## config.mk

```make
export PLATFORM = sky130hd
export DESIGN_NAME = div_sign_ctrl32_flat
export DESIGN_NICKNAME = d
export VERILOG_FILES = /design/src/rtl/div_sign_ctrl32_if.sv /design/src/rtl/div_sign_ctrl32.sv /design/src/flat_wrapper.sv
export SDC_FILE = /design/constraint.sdc
export NUM_CORES = 1
export LEC_CHECK = 0
export CORE_MARGIN = 10
export CORE_UTILIZATION = 40
export CTS_CLUSTER_DIAMETER = 40
export CTS_CLUSTER_SIZE = 16
export DETAILED_ROUTE_END_ITERATION = 6
export GPL_TIMING_DRIVEN = 0
export PLACE_DENSITY_LB_ADDON = 0.1
export SYNTH_ARGS = -nofsm -noshare
export SYNTH_HDL_FRONTEND = slang
export SYNTH_SLANG_ARGS = --single-unit
```

## constraint.sdc

```tcl
create_clock -name clk -period 2.6 [get_ports clk]
set_input_delay 0.39 -clock clk [delete_from_list [all_inputs] [get_ports clk]]
set_output_delay 0.39 -clock clk [all_outputs]
set_load 0.01 [all_outputs]
```

## src/rtl/div_sign_ctrl32_if.sv

```systemverilog
`default_nettype none
// ============================================================================
// div_sign_ctrl32_if
// Bundles the execute-stage request/response signals and the divider-core
// handshake of the signed divide front-end.
// Revision: 1.0 - initial release
// ============================================================================
interface div_sign_ctrl32_if #(
  parameter int WIDTH = 32
) ();
  // execute-stage side
  logic             valid_in;
  logic [2:0]       funct3;
  logic [WIDTH-1:0] rs1;
  logic [WIDTH-1:0] rs2;
  logic             ready;
  logic             done;
  logic [WIDTH-1:0] result;
  // unsigned divider core side
  logic [WIDTH-1:0] div_a;
  logic [WIDTH-1:0] div_b;
  logic             div_start;
  logic             div_busy;
  logic [WIDTH-1:0] div_q;
  logic [WIDTH-1:0] div_r;

  // controller view
  modport slave (
    input  valid_in, funct3, rs1, rs2, div_busy, div_q, div_r,
    output ready, done, result, div_a, div_b, div_start
  );

  // environment view (execute stage plus divider core)
  modport master (
    output valid_in, funct3, rs1, rs2, div_busy, div_q, div_r,
    input  ready, done, result, div_a, div_b, div_start
  );
endinterface
`default_nettype wire

```

## src/rtl/div_sign_ctrl32.sv

```systemverilog
`default_nettype none
// ============================================================================
// div_sign_ctrl32
// Sign/special-case front-end for RISC-V DIV/DIVU/REM/REMU. Converts operands
// to magnitudes, resolves divide-by-zero and signed overflow locally, drives
// the unsigned core handshake and re-applies signs to the registered result.
// Revision: 1.0 - initial release
// ============================================================================
module div_sign_ctrl32 #(
  parameter int WIDTH = 32
) (
  input  wire logic        clk,
  input  wire logic        rstLow,
  div_sign_ctrl32_if.slave bus
);

  localparam logic [WIDTH-1:0] c_MIN_NEG  = {1'b1, {(WIDTH-1){1'b0}}};
  localparam logic [WIDTH-1:0] c_ALL_ONES = '1;

  typedef enum logic [1:0] {
    S_IDLE  = 2'd0,
    S_ISSUE = 2'd1,
    S_WAIT  = 2'd2,
    S_DONE  = 2'd3
  } state_t;

  state_t           r_state;
  state_t           w_state_nxt;
  logic             r_want_rem;
  logic             r_neg_q;
  logic             r_neg_r;
  logic [WIDTH-1:0] r_div_a;
  logic [WIDTH-1:0] r_div_b;
  logic [WIDTH-1:0] r_result;

  logic             w_ready;
  logic             w_done;
  logic             w_start;
  logic             w_accept;
  logic             w_is_signed;
  logic             w_want_rem;
  logic             w_div_zero;
  logic             w_overflow;
  logic             w_special;
  logic [WIDTH-1:0] w_mag_a;
  logic [WIDTH-1:0] w_mag_b;
  logic [WIDTH-1:0] w_special_res;
  logic [WIDTH-1:0] w_core_res;

  // Only 100/110 are signed and only 110/111 want the remainder; every
  // other code therefore falls through to plain DIVU.
  assign w_is_signed = bus.funct3[2] & ~bus.funct3[0];
  assign w_want_rem  = bus.funct3[2] &  bus.funct3[1];
  assign w_accept    = (r_state == S_IDLE) && bus.valid_in;

  // |x| of the most negative value wraps to itself, which is the correct
  // unsigned magnitude for the core.
  assign w_mag_a = (w_is_signed && bus.rs1[WIDTH-1]) ? -bus.rs1 : bus.rs1;
  assign w_mag_b = (w_is_signed && bus.rs2[WIDTH-1]) ? -bus.rs2 : bus.rs2;

  assign w_div_zero = (bus.rs2 == '0);
  assign w_overflow = w_is_signed && (bus.rs1 == c_MIN_NEG) && (bus.rs2 == c_ALL_ONES);
  assign w_special  = w_div_zero || w_overflow;

  // Divide-by-zero wins over overflow; its remainder is the raw dividend.
  assign w_special_res = w_div_zero ? (w_want_rem ? bus.rs1 : c_ALL_ONES)
                                    : (w_want_rem ? '0      : c_MIN_NEG);

  assign w_core_res = r_want_rem ? (r_neg_r ? -bus.div_r : bus.div_r)
                                 : (r_neg_q ? -bus.div_q : bus.div_q);

  assign bus.ready     = w_ready;
  assign bus.done      = w_done;
  assign bus.div_start = w_start;
  assign bus.result    = r_result;
  assign bus.div_a     = r_div_a;
  assign bus.div_b     = r_div_b;

  // State register.
  always_ff @(posedge clk or negedge rstLow) begin
    if (!rstLow) begin
      r_state <= S_IDLE;
    end else begin
      r_state <= w_state_nxt;
    end
  end

  // Next-state and state-decoded outputs.
  always_comb begin
    w_state_nxt = r_state;
    w_ready     = 1'b0;
    w_done      = 1'b0;
    w_start     = 1'b0;
    case (r_state)
      S_IDLE: begin
        w_ready = 1'b1;
        if (bus.valid_in) begin
          w_state_nxt = w_special ? S_DONE : S_ISSUE;
        end
      end
      S_ISSUE: begin
        w_start     = 1'b1;
        w_state_nxt = S_WAIT;
      end
      S_WAIT: begin
        if (!bus.div_busy) begin
          w_state_nxt = S_DONE;
        end
      end
      S_DONE: begin
        w_done      = 1'b1;
        w_state_nxt = S_IDLE;
      end
      default: w_state_nxt = S_IDLE;
    endcase
  end

  // Operand/sign capture on accept; result load on special accept or core completion.
  always_ff @(posedge clk or negedge rstLow) begin
    if (!rstLow) begin
      r_want_rem <= 1'b0;
      r_neg_q    <= 1'b0;
      r_neg_r    <= 1'b0;
      r_div_a    <= '0;
      r_div_b    <= '0;
      r_result   <= '0;
    end else if (w_accept) begin
      r_want_rem <= w_want_rem;
      r_neg_q    <= w_is_signed & (bus.rs1[WIDTH-1] ^ bus.rs2[WIDTH-1]);
      r_neg_r    <= w_is_signed & bus.rs1[WIDTH-1];
      r_div_a    <= w_mag_a;
      r_div_b    <= w_mag_b;
      if (w_special) begin
        r_result <= w_special_res;
      end
    end else if ((r_state == S_WAIT) && !bus.div_busy) begin
      r_result <= w_core_res;
    end
  end

endmodule
`default_nettype wire
```

## src/flat_wrapper.sv

```systemverilog
// flat-port wrapper written by rule: the top's interface ports become plain ports
module div_sign_ctrl32_flat 
#(
  parameter int WIDTH = 32
)
  (clk, rstLow, bus_valid_in, bus_funct3, bus_rs1, bus_rs2, bus_div_busy, bus_div_q, bus_div_r, bus_ready, bus_done, bus_result, bus_div_a, bus_div_b, bus_div_start);
  div_sign_ctrl32_if #(.WIDTH(WIDTH)) bus_i ();
  input  wire logic clk;
  input  wire logic rstLow;
  input wire logic [$bits(bus_i.valid_in)-1:0] bus_valid_in;
  input wire logic [$bits(bus_i.funct3)-1:0] bus_funct3;
  input wire logic [$bits(bus_i.rs1)-1:0] bus_rs1;
  input wire logic [$bits(bus_i.rs2)-1:0] bus_rs2;
  input wire logic [$bits(bus_i.div_busy)-1:0] bus_div_busy;
  input wire logic [$bits(bus_i.div_q)-1:0] bus_div_q;
  input wire logic [$bits(bus_i.div_r)-1:0] bus_div_r;
  output wire logic [$bits(bus_i.ready)-1:0] bus_ready;
  output wire logic [$bits(bus_i.done)-1:0] bus_done;
  output wire logic [$bits(bus_i.result)-1:0] bus_result;
  output wire logic [$bits(bus_i.div_a)-1:0] bus_div_a;
  output wire logic [$bits(bus_i.div_b)-1:0] bus_div_b;
  output wire logic [$bits(bus_i.div_start)-1:0] bus_div_start;
  assign bus_i.valid_in = bus_valid_in;
  assign bus_i.funct3 = bus_funct3;
  assign bus_i.rs1 = bus_rs1;
  assign bus_i.rs2 = bus_rs2;
  assign bus_i.div_busy = bus_div_busy;
  assign bus_i.div_q = bus_div_q;
  assign bus_i.div_r = bus_div_r;
  assign bus_ready = bus_i.ready;
  assign bus_done = bus_i.done;
  assign bus_result = bus_i.result;
  assign bus_div_a = bus_i.div_a;
  assign bus_div_b = bus_i.div_b;
  assign bus_div_start = bus_i.div_start;
  div_sign_ctrl32 #(.WIDTH(WIDTH)) u_core (.clk(clk), .rstLow(rstLow), .bus(bus_i));
endmodule
```

### After elaboration in Yosys (flattened, before gate mapping)

Cells that the tools add are included.

| storage, ports and cells | value |
|---|---|
| flip-flop bits (word level) | 101 |
| input bits | 135 |
| output and inout port bits | 99 |
| logic and storage cells | 56 |

| cells by class | value |
|---|---|
| bitwise logic cells | 6 |
| muxes and demuxes | 18 |
| $add $sub $neg | 4 |
| equal/unequal tests | 8 |
| reduce and logical (&&, ||, !) cells | 13 |

Operators with widths:

| cell | number |
|---|---|
| $mux 32 | 11 |
| $neg 32->32 | 4 |
| $eq 32x32->1 const B | 2 |
| $logic_not 32->1 | 1 |
| $pmux 2 s4 | 1 |
| $logic_and 1x1->1 | 6 |
| $mux 2 | 3 |
| $ne 2x2->1 const B | 3 |
| $and 1x1->1 | 4 |
| $eq 2x2->1 const B | 2 |
| $reduce_and 2->1 | 2 |
| $mux 1 | 3 |
| $eq 2x1->1 const B | 1 |
| $logic_not 2->1 | 1 |
| $reduce_bool 2->1 | 1 |
| $logic_not 1->1 | 1 |
| $logic_or 1x1->1 | 1 |
| $not 1->1 | 1 |
| $xor 1x1->1 | 1 |

### Longest topological paths before layout

| logic depth | value |
|---|---|
| depth after elaboration | 8 |
| depth in mapped cells | 10 |
| mapped depth without buffers | 8 |

### Worst setup path before layout

Ideal clock, no wire load.

| path | value |
|---|---|
| path kind | input-to-reg |
| start | input port bus_rs1[0] |
| end | register u_core.r_result[2], in the netlist u_core.bus.result[2] |
| buffers on the path | 2 |
| cell stages on the path | 10 |
| data arrival time | 3060 ps |
| library setup time | 125 ps |
| setup slack | -586 ps |
| data required time | 2475 ps |
| cells stage by stage | inv_1 > ha_1 > or4b_4 > or3b_1 > buf_6 > or4_4 > nor4_4 > or2_4 > buf_8 > mux2_4 |

| between the ends | value |
|---|---|
| word-level cells in the longest chain between the ends | 6 |

RTL lines:

| element | RTL line | text |
|---|---|---|
| start, declared | flat_wrapper.sv:12 | `input wire logic [$bits(bus_i.rs1)-1:0] bus_rs1;` |
| $eq 32x32->1 | div_sign_ctrl32.sv:62 | `assign w_overflow = w_is_signed && (bus.rs1 == c_MIN_NEG) && (bus.rs2 == c_ALL_ONES);` |
| $logic_and 1x1->1 (2 in series) | div_sign_ctrl32.sv:62 |  |
| $logic_or 1x1->1 | div_sign_ctrl32.sv:63 | `assign w_special = w_div_zero \|\| w_overflow;` |
| $ne 2x2->1 (no source line) | -- |  |
| $reduce_and 2->1 (no source line) | -- |  |
| end signal, assigned | div_sign_ctrl32.sv:134 | `r_result <= w_special_res;` |
| end signal, assigned | div_sign_ctrl32.sv:137 | `r_result <= w_core_res;` |
| end, declared | div_sign_ctrl32.sv:34 | `logic [WIDTH-1:0] r_result;` |

Every way passes these cells.
A chain may end at the register's enable or synchronous reset.

### Worst setup path after layout

| path | value |
|---|---|
| start | input port bus_rs2[0] |
| end | register u_core.r_result[4], in the netlist u_core.bus.result[4] |

| between the ends | value |
|---|---|
| word-level cells in the longest chain between the ends | 5 |
| elaborated cells on any way between the ends | 9 |
| classes of those cells | eq/ne (2); mux (3); reduce/logical (4) |

RTL lines:

| element | RTL line | text |
|---|---|---|
| start, declared | flat_wrapper.sv:13 | `input wire logic [$bits(bus_i.rs2)-1:0] bus_rs2;` |
| $eq 32x32->1 | div_sign_ctrl32.sv:62 |  |
| $logic_and 1x1->1 | div_sign_ctrl32.sv:62 |  |
| $logic_or 1x1->1 | div_sign_ctrl32.sv:63 |  |
| $ne 2x2->1 (no source line) | -- |  |
| $reduce_and 2->1 (no source line) | -- |  |

Several ways; a longest one is shown, not always the timed one. The select of a mux whose other input is x is not followed.

==> impl_metrics.toml <==
[run_status]
status = "finished, violations left"
violations = "negative hold slack, negative setup slack"

[worst_setup_path]
cp.required_ns = 2.84
rrSetupSlack_ns = 0.14
r2r_end = "u_core.bus.result[7]"
r2r-start = "u_core.r_state[0]"
crit_type = "in2reg"
crit_path_end_kind = "register"
crit_start = "bus_rs2[0]"
arrival_ns = 2.88
cp_max_fo = 7
setup.worst_path.start_class = "primary input"
rr_worst_depth = 7

[grt]
antenna_found_initial = 3
grt_max_degree = 69
grt_usage_pct = 23.7
gr-total-overflow = 0
grt_pass1_vias = 7789
grt_pass1_wl_um = 45000

[detailed_routing]
highest_layer = "met4"
drt-met1-wl_um = 13100
wl_per_cell_um = 21.9
drt_iter0_markers = 546
wl_met2_um = 13200
wl_met3_um = 2620
route.detailed.drc = 0
avgViaCountPerCell = 5.81
firstDrtPassIters = 5
vias = 7883
drt_wl_total_um = 29700
final_antenna_net_count = 0

[clock_tree]
cts_root_buf = "clkbuf_16"
clk_pin_slew_ns = 0.07
cts_buffer_depth = 2
htreeDepth = 3
cts-buffers-inserted = 9
cts_tree = "done"
ctsHoldBuffers = 0
cts_sinks = 101
clock_latency_ns = 0.35

[synth]
synth_edf_count = 0
synth_area_leaders = "dfrtp_1, xnor2_1, o21ai_0"
synthArstFlopShare_pct = 100
yosysWarnings = 0
ys_seq_area_share_pct = 35.2
syn-num-nets = 994
synth_top_area_share_pct = 35.2
synth-seq-cells = 101
ys.flop_type = "dfrtp_1"
synth_area_mm2 = 0.00719
yosys.cell_types.count = 66
synth_area_per_cell_um2 = 8.46
yosysTopAreaCell = "dfrtp_1"
synthCells = 850

[sta]
worstMarginPinSlew_ns = 0.676
finalWorstSetupSlack_ns = -0.0362
setup_violations = 7
hold_violations = 7
slew_headroom_pct = 54.5
slew_violations = 0
max_freq_ghz = 0.379
finalCritPeriodShare_pct = 101
fin_crit_ns = 2.64
skew_ns = 0.00644
rsz0062_at_grt = "yes"
whs_ns = -0.0124

[die]
die_x_um = 154
rows = 48
die_y_um = 154
start_util_pct = 41.1
fp.dieArea_mm2 = 0.0237
coreArea_mm2 = 0.0175
ioPinCount = 234

[final_layout]
fin_cells = 1356
drive_gt1_share_pct = 14.7
num-nets-final = 1266
post-route-util_pct = 62.8
filler_cell_count = 1547
syn_to_final_growth_pct = 52.6
layout_common_cells = "clkdlybuf4s50_1, dfrtp_1, o21ai_0"
final_common_cell = "clkdlybuf4s50_1"

[job]
maxCapViolations = 0

[placed_design]
place.gp.congestion = 0.952
placed_cells = 1309
portBuffers = 233
dp_hpwl_um = 22900

[power_and_ir_drop]
p_leak_nw = 4.32
max-vdd-ir-drop_mv = 0.568
power_density_mw_per_mm2 = 884

[min_path]
hold_path.class = "in2async"
-- cell usage after synthesis, types with 9 or more instances --
| master | number |
|---|---|
| a21oi_1 | 36 |
| clkbuf_1 | 39 |
| dfrtp_1 | 101 |
| ha_1 | 9 |
| inv_1 | 17 |
| mux2i_1 | 11 |
| nand2_1 | 93 |
| nand3_1 | 10 |
| nand4_1 | 12 |
| nor2_1 | 63 |
| nor3_1 | 21 |
| nor4_1 | 21 |
| o21ai_0 | 102 |
| o22ai_1 | 18 |
| o2bb2ai_1 | 12 |
| o31ai_1 | 21 |
| o41ai_1 | 24 |
| or3_1 | 20 |
| or4_1 | 12 |
| xnor2_1 | 72 |
| xor2_1 | 42 |
-- kinds of logic after synthesis --
logic type | after synthesis | synth area share, %
AOI/OAI and AO/OA | 254 | 22.5
adders and majority gates | 9 | 1.57
xor gates and xnor gates | 114 | 13.9
DFF | 101 | 35.2
muxes | 19 | 3.10
and+or+nand+nor | 289 | 20.2
buffers and inverters | 64 | 3.62
-- registers in the layout, summed over array words and instances (netlist names) --
| name | count |
|---|---|
| u_core.r_neg_r | 1 |
| u_core.r_want_rem | 1 |
| u_core.bus.div_a | 32 |
| u_core.r_state | 2 |
| u_core.r_neg_q | 1 |
| u_core.bus.div_b | 32 |
| u_core.bus.result | 32 |
-- power by group --
part | total (mW) | switching (mW) | internal [mW]
Combinational | 5.53 | 2.73 | 2.80
Clock | 1.38 | 0.609 | 0.771
Sequential | 2.80 | 0.475 | 2.32
Total | 9.70 | 3.81 | 5.89
-- stage by stage --
step	setup slack (ns)	cell area, µm²	setup TNS [ns]	power, mW	hold WS (ns)
3_5_place_dp	-1.32	9860	-53.17	7.98	0.383
5_1_grt	-0.0871	11000	-0.905	10.3	0.0211
2_1_floorplan	-0.393	7230	-7.49	5.27	0.0944
4_1_cts	-0.249	10500	-6.07	9.60	0.00536
3_3_place_gp	-2.86	9840	-342.04	7.91	0.460
6_report	-0.0362	11000	-0.206	9.70	-0.0124
-- layout make-up --
| class | instances | area (µm²) | share of cell area [%] |
|---|---|---|---|
| clock inverters | 4 | 47.5 | 0.433 |
| multi-input cells | 685 | 4910 | 44.7 |
| inverters | 17 | 81.3 | 0.741 |
| clock buffers | 12 | 246 | 2.25 |
| well taps | 225 | 282 | 2.57 |
| flip-flops and latches | 101 | 2530 | 23.0 |
| plain buffers | 40 | 189 | 1.72 |
| repair buffers | 268 | 2680 | 24.4 |
| diodes | 4 | 10.0 | 0.0912 |
-- worst max-delay path, cell delays in order --
cell	delay, ns
clkdlybuf4s50_1	0.47
inv_1	0.11
ha_2	0.23
nor4b_4	0.26
nand4_1	0.11
buf_4	0.17
nor4_4	0.27
a31o_4	0.25
or2_4	0.16
buf_8	0.14
mux2_4	0.30
-- metal layers --
layer | up-vias | GRT usage (%)
met5 | - | 0
met4 | 0 | 6.70
met3 | 60 | 6.61
met2 | 377 | 36.0
met1 | 3773 | 31.9
li1 | 3673 | -
-- worst max path at each step --
stage	endpoint	slack, ns	cells after the start
6_report	u_core.bus.result[4]	-0.04	11
5_1_grt	u_core.bus.result[5]	-0.09	11
4_1_cts	u_core.bus.result[4]	-0.25	11
3_5_place_dp	u_core.bus.result[4]	-1.32	11
3_3_place_gp	u_core.bus.result[27]	-2.86	1
2_1_floorplan	u_core.bus.result[2]	-0.39	10
-- timing repair --
item / CTS / global route
cloned: 2 / 0
endpoints found under the setup margin: 55 / 52
resized for setup: 84 / 100
setup buffers: 14 / 18
pin swaps: 17 / 23
No activity file was read; power rests on OpenSTA's default activity.
